==> src/rtl/switcher_word_capture_if.sv <==
// Bus bundle between the producer-side stimulus (master) and the
// consumer-side word capture block (slave).
interface switcher_word_capture_if #(
  parameter int DEPTH_LOG2 = 3
);
  // Bus from the producer, plus the consumer's control inputs
  logic [15:0]         DataIn;
  logic [1:0]          Switch;
  logic                ReadEn;
  logic                ClrOvf;

  // FIFO head and status
  logic [13:0]         SampleOut;
  logic                FastOut;
  logic                Empty;
  logic                Full;
  logic [DEPTH_LOG2:0] Count;
  logic                Overflow;

  // Port-mode capture
  logic [15:0]         PortWord;
  logic                PortSel;
  logic                PortStrobe;

  modport master (
    output DataIn, Switch, ReadEn, ClrOvf,
    input  SampleOut, FastOut, Empty, Full, Count, Overflow,
    input  PortWord, PortSel, PortStrobe
  );

  modport slave (
    input  DataIn, Switch, ReadEn, ClrOvf,
    output SampleOut, FastOut, Empty, Full, Count, Overflow,
    output PortWord, PortSel, PortStrobe
  );
endinterface

==> src/rtl/switcher_word_capture.sv <==
// Consumer-side capture of the 16-bit ADC/port bus.
// ADC mode (Switch=00): ReadyBuff rising edges push {Fast, DataSlow}
// into a first-word-fall-through FIFO with a sticky overflow flag.
// Port modes (01 = PC, 11 = PD): the bus word is captured and a
// one-cycle strobe marks every change of word or source.
module switcher_word_capture #(
  parameter int DEPTH_LOG2 = 3
) (
  input logic                    Clk,
  input logic                    nReset,
  switcher_word_capture_if.slave bus
);

  localparam int PTR_W = DEPTH_LOG2;
  localparam int CNT_W = DEPTH_LOG2 + 1;
  localparam int DEPTH = 1 << DEPTH_LOG2;
  localparam logic [CNT_W-1:0] FULL_COUNT = {1'b1, {DEPTH_LOG2{1'b0}}};

  // Bus mode codes
  localparam logic [1:0] MODE_ADC = 2'b00;

  // Stage-1 registers: word and mode always travel together
  logic [15:0]      r_dq;
  logic [1:0]       r_sq;
  logic [1:0]       r_sq_prev;
  logic             r_p;

  // FIFO state
  logic [14:0]      r_mem [DEPTH];
  logic [PTR_W-1:0] r_wptr;
  logic [PTR_W-1:0] r_rptr;
  logic [CNT_W-1:0] r_count;
  logic             r_overflow;

  // Port capture state
  logic [15:0]      r_port_word;
  logic             r_port_sel;
  logic             r_port_strobe;

  // Decoded control
  logic             w_push;
  logic             w_pop;
  logic             w_empty;
  logic             w_full;
  logic             w_write;
  logic             w_drop;
  logic             w_port_mode;
  logic             w_port_change;
  logic [14:0]      w_head;

  assign w_empty = (r_count == '0);
  assign w_full  = (r_count == FULL_COUNT);

  // Rising edge of ReadyBuff seen while in ADC mode
  assign w_push  = (r_sq == MODE_ADC) && r_dq[15] && !r_p;
  assign w_pop   = bus.ReadEn && !w_empty;

  // A full FIFO still accepts a sample if the head leaves in the same cycle
  assign w_write = w_push && (!w_full || w_pop);
  assign w_drop  = w_push && w_full && !w_pop;

  // Codes 01 and 11 are the two port modes; both have bit 0 set
  assign w_port_mode   = r_sq[0];
  assign w_port_change = (r_dq != r_port_word) ||
                         (r_sq[1] != r_port_sel) ||
                         (r_sq_prev != r_sq);

  assign w_head = r_mem[r_rptr];

  // Stage 1: register bus word, mode, previous mode and ReadyBuff history
  always_ff @(posedge Clk) begin
    // NOTE: every sequential assignment is non-blocking so all registers
    // update together from the values present before the edge.
    if (!nReset) begin
      r_dq      <= '0;
      r_sq      <= '0;
      r_sq_prev <= '0;
      r_p       <= 1'b1;
    end else begin
      r_dq      <= bus.DataIn;
      r_sq      <= bus.Switch;
      r_sq_prev <= r_sq;
      // Outside ADC mode the history is forced high so re-entering ADC
      // mode with ReadyBuff already high does not count as an edge.
      r_p       <= (r_sq == MODE_ADC) ? r_dq[15] : 1'b1;
    end
  end

  // FIFO storage write port
  always_ff @(posedge Clk) begin
    // NOTE: storage is deliberately left out of reset; validity is tracked
    // by the pointers and count, so clearing the array buys nothing.
    if (w_write) begin
      r_mem[r_wptr] <= r_dq[14:0];
    end
  end

  // FIFO pointers and occupancy
  always_ff @(posedge Clk) begin
    if (!nReset) begin
      r_wptr  <= '0;
      r_rptr  <= '0;
      r_count <= '0;
    end else begin
      if (w_write) begin
        r_wptr <= r_wptr + PTR_W'(1);
      end
      if (w_pop) begin
        r_rptr <= r_rptr + PTR_W'(1);
      end
      case ({w_write, w_pop})
        2'b10:   r_count <= r_count + CNT_W'(1);
        2'b01:   r_count <= r_count - CNT_W'(1);
        default: r_count <= r_count;
      endcase
    end
  end

  // Sticky overflow: a drop wins over a simultaneous clear
  always_ff @(posedge Clk) begin
    if (!nReset) begin
      r_overflow <= 1'b0;
    end else if (w_drop) begin
      r_overflow <= 1'b1;
    end else if (bus.ClrOvf) begin
      r_overflow <= 1'b0;
    end
  end

  // Port-mode capture and change strobe
  always_ff @(posedge Clk) begin
    if (!nReset) begin
      r_port_word   <= '0;
      r_port_sel    <= 1'b0;
      r_port_strobe <= 1'b0;
    end else if (w_port_mode) begin
      r_port_word   <= r_dq;
      r_port_sel    <= r_sq[1];
      r_port_strobe <= w_port_change;
    end else begin
      r_port_strobe <= 1'b0;
    end
  end

  // Head is shown only while valid so an empty FIFO reads as zero
  assign bus.SampleOut  = w_empty ? '0 : w_head[13:0];
  assign bus.FastOut    = w_empty ? 1'b0 : w_head[14];
  assign bus.Empty      = w_empty;
  assign bus.Full       = w_full;
  assign bus.Count      = r_count;
  assign bus.Overflow   = r_overflow;
  assign bus.PortWord   = r_port_word;
  assign bus.PortSel    = r_port_sel;
  assign bus.PortStrobe = r_port_strobe;

endmodule

==> src/flat_wrapper.sv <==
// flat-port wrapper written by rule: the top's interface ports become plain ports
module switcher_word_capture_flat 
#(
  parameter int DEPTH_LOG2 = 3
)
  (Clk, nReset, bus_DataIn, bus_Switch, bus_ReadEn, bus_ClrOvf, bus_SampleOut, bus_FastOut, bus_Empty, bus_Full, bus_Count, bus_Overflow, bus_PortWord, bus_PortSel, bus_PortStrobe);
  switcher_word_capture_if #(.DEPTH_LOG2(DEPTH_LOG2)) bus_i ();
  input logic Clk;
  input logic nReset;
  input wire logic [$bits(bus_i.DataIn)-1:0] bus_DataIn;
  input wire logic [$bits(bus_i.Switch)-1:0] bus_Switch;
  input wire logic [$bits(bus_i.ReadEn)-1:0] bus_ReadEn;
  input wire logic [$bits(bus_i.ClrOvf)-1:0] bus_ClrOvf;
  output wire logic [$bits(bus_i.SampleOut)-1:0] bus_SampleOut;
  output wire logic [$bits(bus_i.FastOut)-1:0] bus_FastOut;
  output wire logic [$bits(bus_i.Empty)-1:0] bus_Empty;
  output wire logic [$bits(bus_i.Full)-1:0] bus_Full;
  output wire logic [$bits(bus_i.Count)-1:0] bus_Count;
  output wire logic [$bits(bus_i.Overflow)-1:0] bus_Overflow;
  output wire logic [$bits(bus_i.PortWord)-1:0] bus_PortWord;
  output wire logic [$bits(bus_i.PortSel)-1:0] bus_PortSel;
  output wire logic [$bits(bus_i.PortStrobe)-1:0] bus_PortStrobe;
  assign bus_i.DataIn = bus_DataIn;
  assign bus_i.Switch = bus_Switch;
  assign bus_i.ReadEn = bus_ReadEn;
  assign bus_i.ClrOvf = bus_ClrOvf;
  assign bus_SampleOut = bus_i.SampleOut;
  assign bus_FastOut = bus_i.FastOut;
  assign bus_Empty = bus_i.Empty;
  assign bus_Full = bus_i.Full;
  assign bus_Count = bus_i.Count;
  assign bus_Overflow = bus_i.Overflow;
  assign bus_PortWord = bus_i.PortWord;
  assign bus_PortSel = bus_i.PortSel;
  assign bus_PortStrobe = bus_i.PortStrobe;
  switcher_word_capture #(.DEPTH_LOG2(DEPTH_LOG2)) u_core (.Clk(Clk), .nReset(nReset), .bus(bus_i));
endmodule
==> config.mk <==
export PLATFORM = sky130hd
export DESIGN_NAME = switcher_word_capture_flat
export DESIGN_NICKNAME = d
export VERILOG_FILES = /design/src/rtl/switcher_word_capture_if.sv /design/src/rtl/switcher_word_capture.sv /design/src/flat_wrapper.sv
export SDC_FILE = /design/constraint.sdc
export NUM_CORES = 1
export LEC_CHECK = 0
export CAP_MARGIN = 0
export CORE_ASPECT_RATIO = 0.9
export CORE_MARGIN = 3
export CORE_UTILIZATION = 59
export CTS_BUF_LIST = sky130_fd_sc_hd__clkbuf_2
export CTS_CLUSTER_SIZE = 30
export DETAILED_ROUTE_END_ITERATION = 6
export PLACE_DENSITY = 0.82
export SLEW_MARGIN = 15
export SYNTH_ARGS = -nofsm -noshare
export SYNTH_HDL_FRONTEND = slang
export SYNTH_SLANG_ARGS = --single-unit
==> constraint.sdc <==
create_clock -name Clk -period 3.7 [get_ports Clk]
set_clock_uncertainty 0.05 [all_clocks]
set_input_delay 0.74 -clock Clk [delete_from_list [all_inputs] [get_ports Clk]]
set_output_delay 0.74 -clock Clk [all_outputs]
set_load 0.05 [all_outputs]
==> results.json <==
{
  "slowest_stage": "clkdlybuf4s50_1",
  "drive_gt1_frac": 0.169,
  "htreeDepth": 4,
  "ys_types": 34,
  "clock_latency_ns": 0.71,
  "rows": 36,
  "die-area_mm2": 0.0126,
  "reg2reg_depth": 9,
  "wl_mm": 12.6,
  "synthCells": 395,
  "ys_ff_latch": 173,
  "grt_start_max_net_pins": 31,
  "via_per_inst": 5.63,
  "path_clk_slew_ns": 0.22,
  "fmax_mhz": 292,
  "syn_avg_cell_area_um2": 16.8,
  "min_period_over_period": 0.925,
  "pre_cts_slack_ns": 0.584,
  "dp_hpwl_mm": 8.00,
  "pwr_density_cell_mw_per_mm2": 418,
  "synth_nets": 422,
  "timing.rr.start": "u_core.bus.Count[0]$_SDFFE_PN0P_",
  "required_ns": 2.91,
  "grt_pass1_wl_mm": 19.8,
  "grt_setup_unrepaired": "false",
  "num_vias": 3590,
  "r2r_slack_ns": 0.92,
  "ios": 62,
  "cts_max_path_buffers": 2,
  "layout_setup_ws_ns": 0.277,
  "finalHoldWorstSlack_ns": 0.502,
  "worstSetupStartpointType": "flip-flop",
  "numCtsBuffers": 17,
  "drt-initial-drc-count": 271,
  "netlist_area_mm2": 0.00664,
  "final-hold-violation-count": 0,
  "track_usage": 0.213,
  "die_x_um": 118,
  "cts-root-buf": "clkbuf_2",
  "regToRegEndpoint": "u_core.bus.Count[2]$_SDFFE_PN0P_",
  "nNetsFinal": 500,
  "insertedDiodeCount": 0,
  "startpoint": "u_core.bus.Count[1]$_SDFFE_PN0P_",
  "worstMarginPinSlew_ns": 0.524,
  "setup_viol": 0,
  "crit_type": "flip-flop to output port",
  "cts.sinks": 173,
  "final.setup.tns_ns": 0,
  "endpoint_kind": "output port",
  "period_minus_slack_ns": 3.42,
  "utilization": 0.709,
  "area_delta_synth_final_pct": 16.5,
  "ir_drop_mv": 0.236,
  "core_region_area_mm2": 0.0109,
  "outcome": "finished, final reports clean",
  "relSlewSlack": 0.650,
  "grt_pass1_vias": 3644,
  "synth_seq_area_share": 0.703,
  "start_util": 0.609,
  "cts_setup_buffers": 0,
  "cap_viol_max_count": 0,
  "drc": 0,
  "first_pass_iters": 5,
  "cp-endpoint": "bus_Empty",
  "arrival_ns": 2.63,
  "io_buffers": 61,
  "grt_antenna_before_repair": 0,
  "synthFlopType": "edfxtp_1",
  "synth_edf_count": 120,
  "die_h_um": 107,
  "slew_violations": 0,
  "overflow": 0,
  "total_power_mw": 3.24,
  "crit_fanout": 18,
  "path_cells": "nor4_4, buf_4, clkdlybuf4s50_1",
  "hp-class": "flip-flop to flip-flop",
  "async_flop_share": 0,
  "cts_tree": "built",
  "ys_warn_count": 0,
  "max_stage_delay_ns": 0.85,
  "drtAntennaViolNets": 0,
  "wl_per_cell_um": 19.7,
  "power_leakage_nw": 2.85,
  "gp_congestion": 0.758
}
[worst max-delay path: cells and delay by family, from the launching register on]
family / cells / cell delay, ns
and+or+nand+nor: 1 / 0.29
DFF: 1 / 0.46
buffers and inverters: 2 / 1.15
[cell families (layout without fill, tap and decap cells)]
family,count (synthesis),in the layout,synth area share
AO/OA/AOI/OAI,12,12,0.0121
XOR/XNOR,22,22,0.0290
adder cells (fa/ha/maj),5,5,0.00943
buffers and inverters,22,113,0.0141
flip-flops,173,173,0.703
multiplexers,66,66,0.156
AND/OR/NAND/NOR,95,95,0.0764
[area by class of cell]
class                           instances  area (um2)
Clock buffer                           17        85.1
Clock inverter                         15         106
Fill cell                             737        3170
Inverter                                5        18.8
Multi-Input combinational cell        200        1900
Sequential cell                       173        4670
Tap cell                              152         190
Timing Repair Buffer                   76         762
[worst min-delay path by stage]
| stage | cells after the start | slack, ns | to | startpoint |
|---|---|---|---|---|
| 3_5_place_dp | 2 | 0.46 | flip-flop | u_core.r_rptr[2]$_SDFFE_PN0P_ |
| 3_3_place_gp | 2 | 0.42 | u_core.bus.Overflow$_SDFFE_PN0P_ | u_core.bus.Overflow$_SDFFE_PN0P_ |
| 5_1_grt | 2 | 0.43 | u_core.r_dq[1]$_SDFF_PN0_ | bus_DataIn[1] |
| 4_1_cts | 2 | 0.46 | u_core.r_dq[1]$_SDFF_PN0_ | bus_DataIn[1] |
| 6_report | 2 | 0.50 | u_core.bus.Count[3]$_SDFFE_PN0P_ | u_core.bus.Count[3]$_SDFFE_PN0P_ |
| 2_1_floorplan | 2 | 0.42 | u_core.bus.PortStrobe$_SDFF_PN0_ | u_core.r_sq_prev[0]$_SDFF_PN0_ |
[cell usage in the layout (no fill, tap or decap), types with 4 or more instances in the layout]
cell and n:
buf_4 14, clkinv_2 5, mux4_2 30, dfxtp_1 52, nor2_1 44, clkbuf_2 17
mux2i_1 36, and2_1 20, inv_1 5, clkinv_1 5, xor2_1 20, dlymetal6s2s_1 12
edfxtp_1 120, ha_1 5, clkdlybuf4s50_1 46, nor3_2 4, a21oi_1 5
[flip-flops by register name, indices dropped and copies added (netlist names), named ones only]
name and count:
u_core.r_mem 120, u_core.r_dq 16, u_core.bus.PortSel 1, u_core.bus.PortStrobe 1, u_core.r_sq 2, u_core.bus.PortWord 16, u_core.r_sq_prev 2, u_core.bus.Overflow 1
u_core.r_rptr 3, u_core.bus.Count 4, u_core.r_wptr 3, u_core.r_p 1
[synth_stat cells, types with 6 or more instances]
library cell / n / share of area
and2_1: 20 / 0.019
dfxtp_1: 53 / 0.16
edfxtp_1: 120 / 0.54
buf_2: 6 / 0.0045
nor2_1: 44 / 0.025
mux4_2: 30 / 0.10
mux2i_1: 36 / 0.054
nor3_1: 7 / 0.0053
clkbuf_1: 10 / 0.0057
xor2_1: 20 / 0.026
[per-layer routing]
layer  routed length, um  part of all wire  GRT usage
met5                   0                 0          0
met4                 221             0.018     0.0803
met3                 876             0.070     0.0501
met2                6170              0.49      0.346
met1                5310              0.42      0.286
[power breakdown]
part	switching (mW)	total, mW	internal (mW)
registers	0.0416	2.13	2.09
clock network	0.595	0.821	0.226
logic	0.158	0.283	0.125
[repair_timing]
action,4_1_cts,5_1_grt
gates resized for setup,3,12
endpoints found under the setup margin,3,12
hold buffers,0,0
[through the flow]
stage               instance area, um2  std cells
CTS                               7700        638
detailed placement                7510        606
global route                      7730        638
finish                            7730        638
global placement                  7510        606
floorplan                         6640        395
Note: power is estimated with default switching activity, not from simulation.
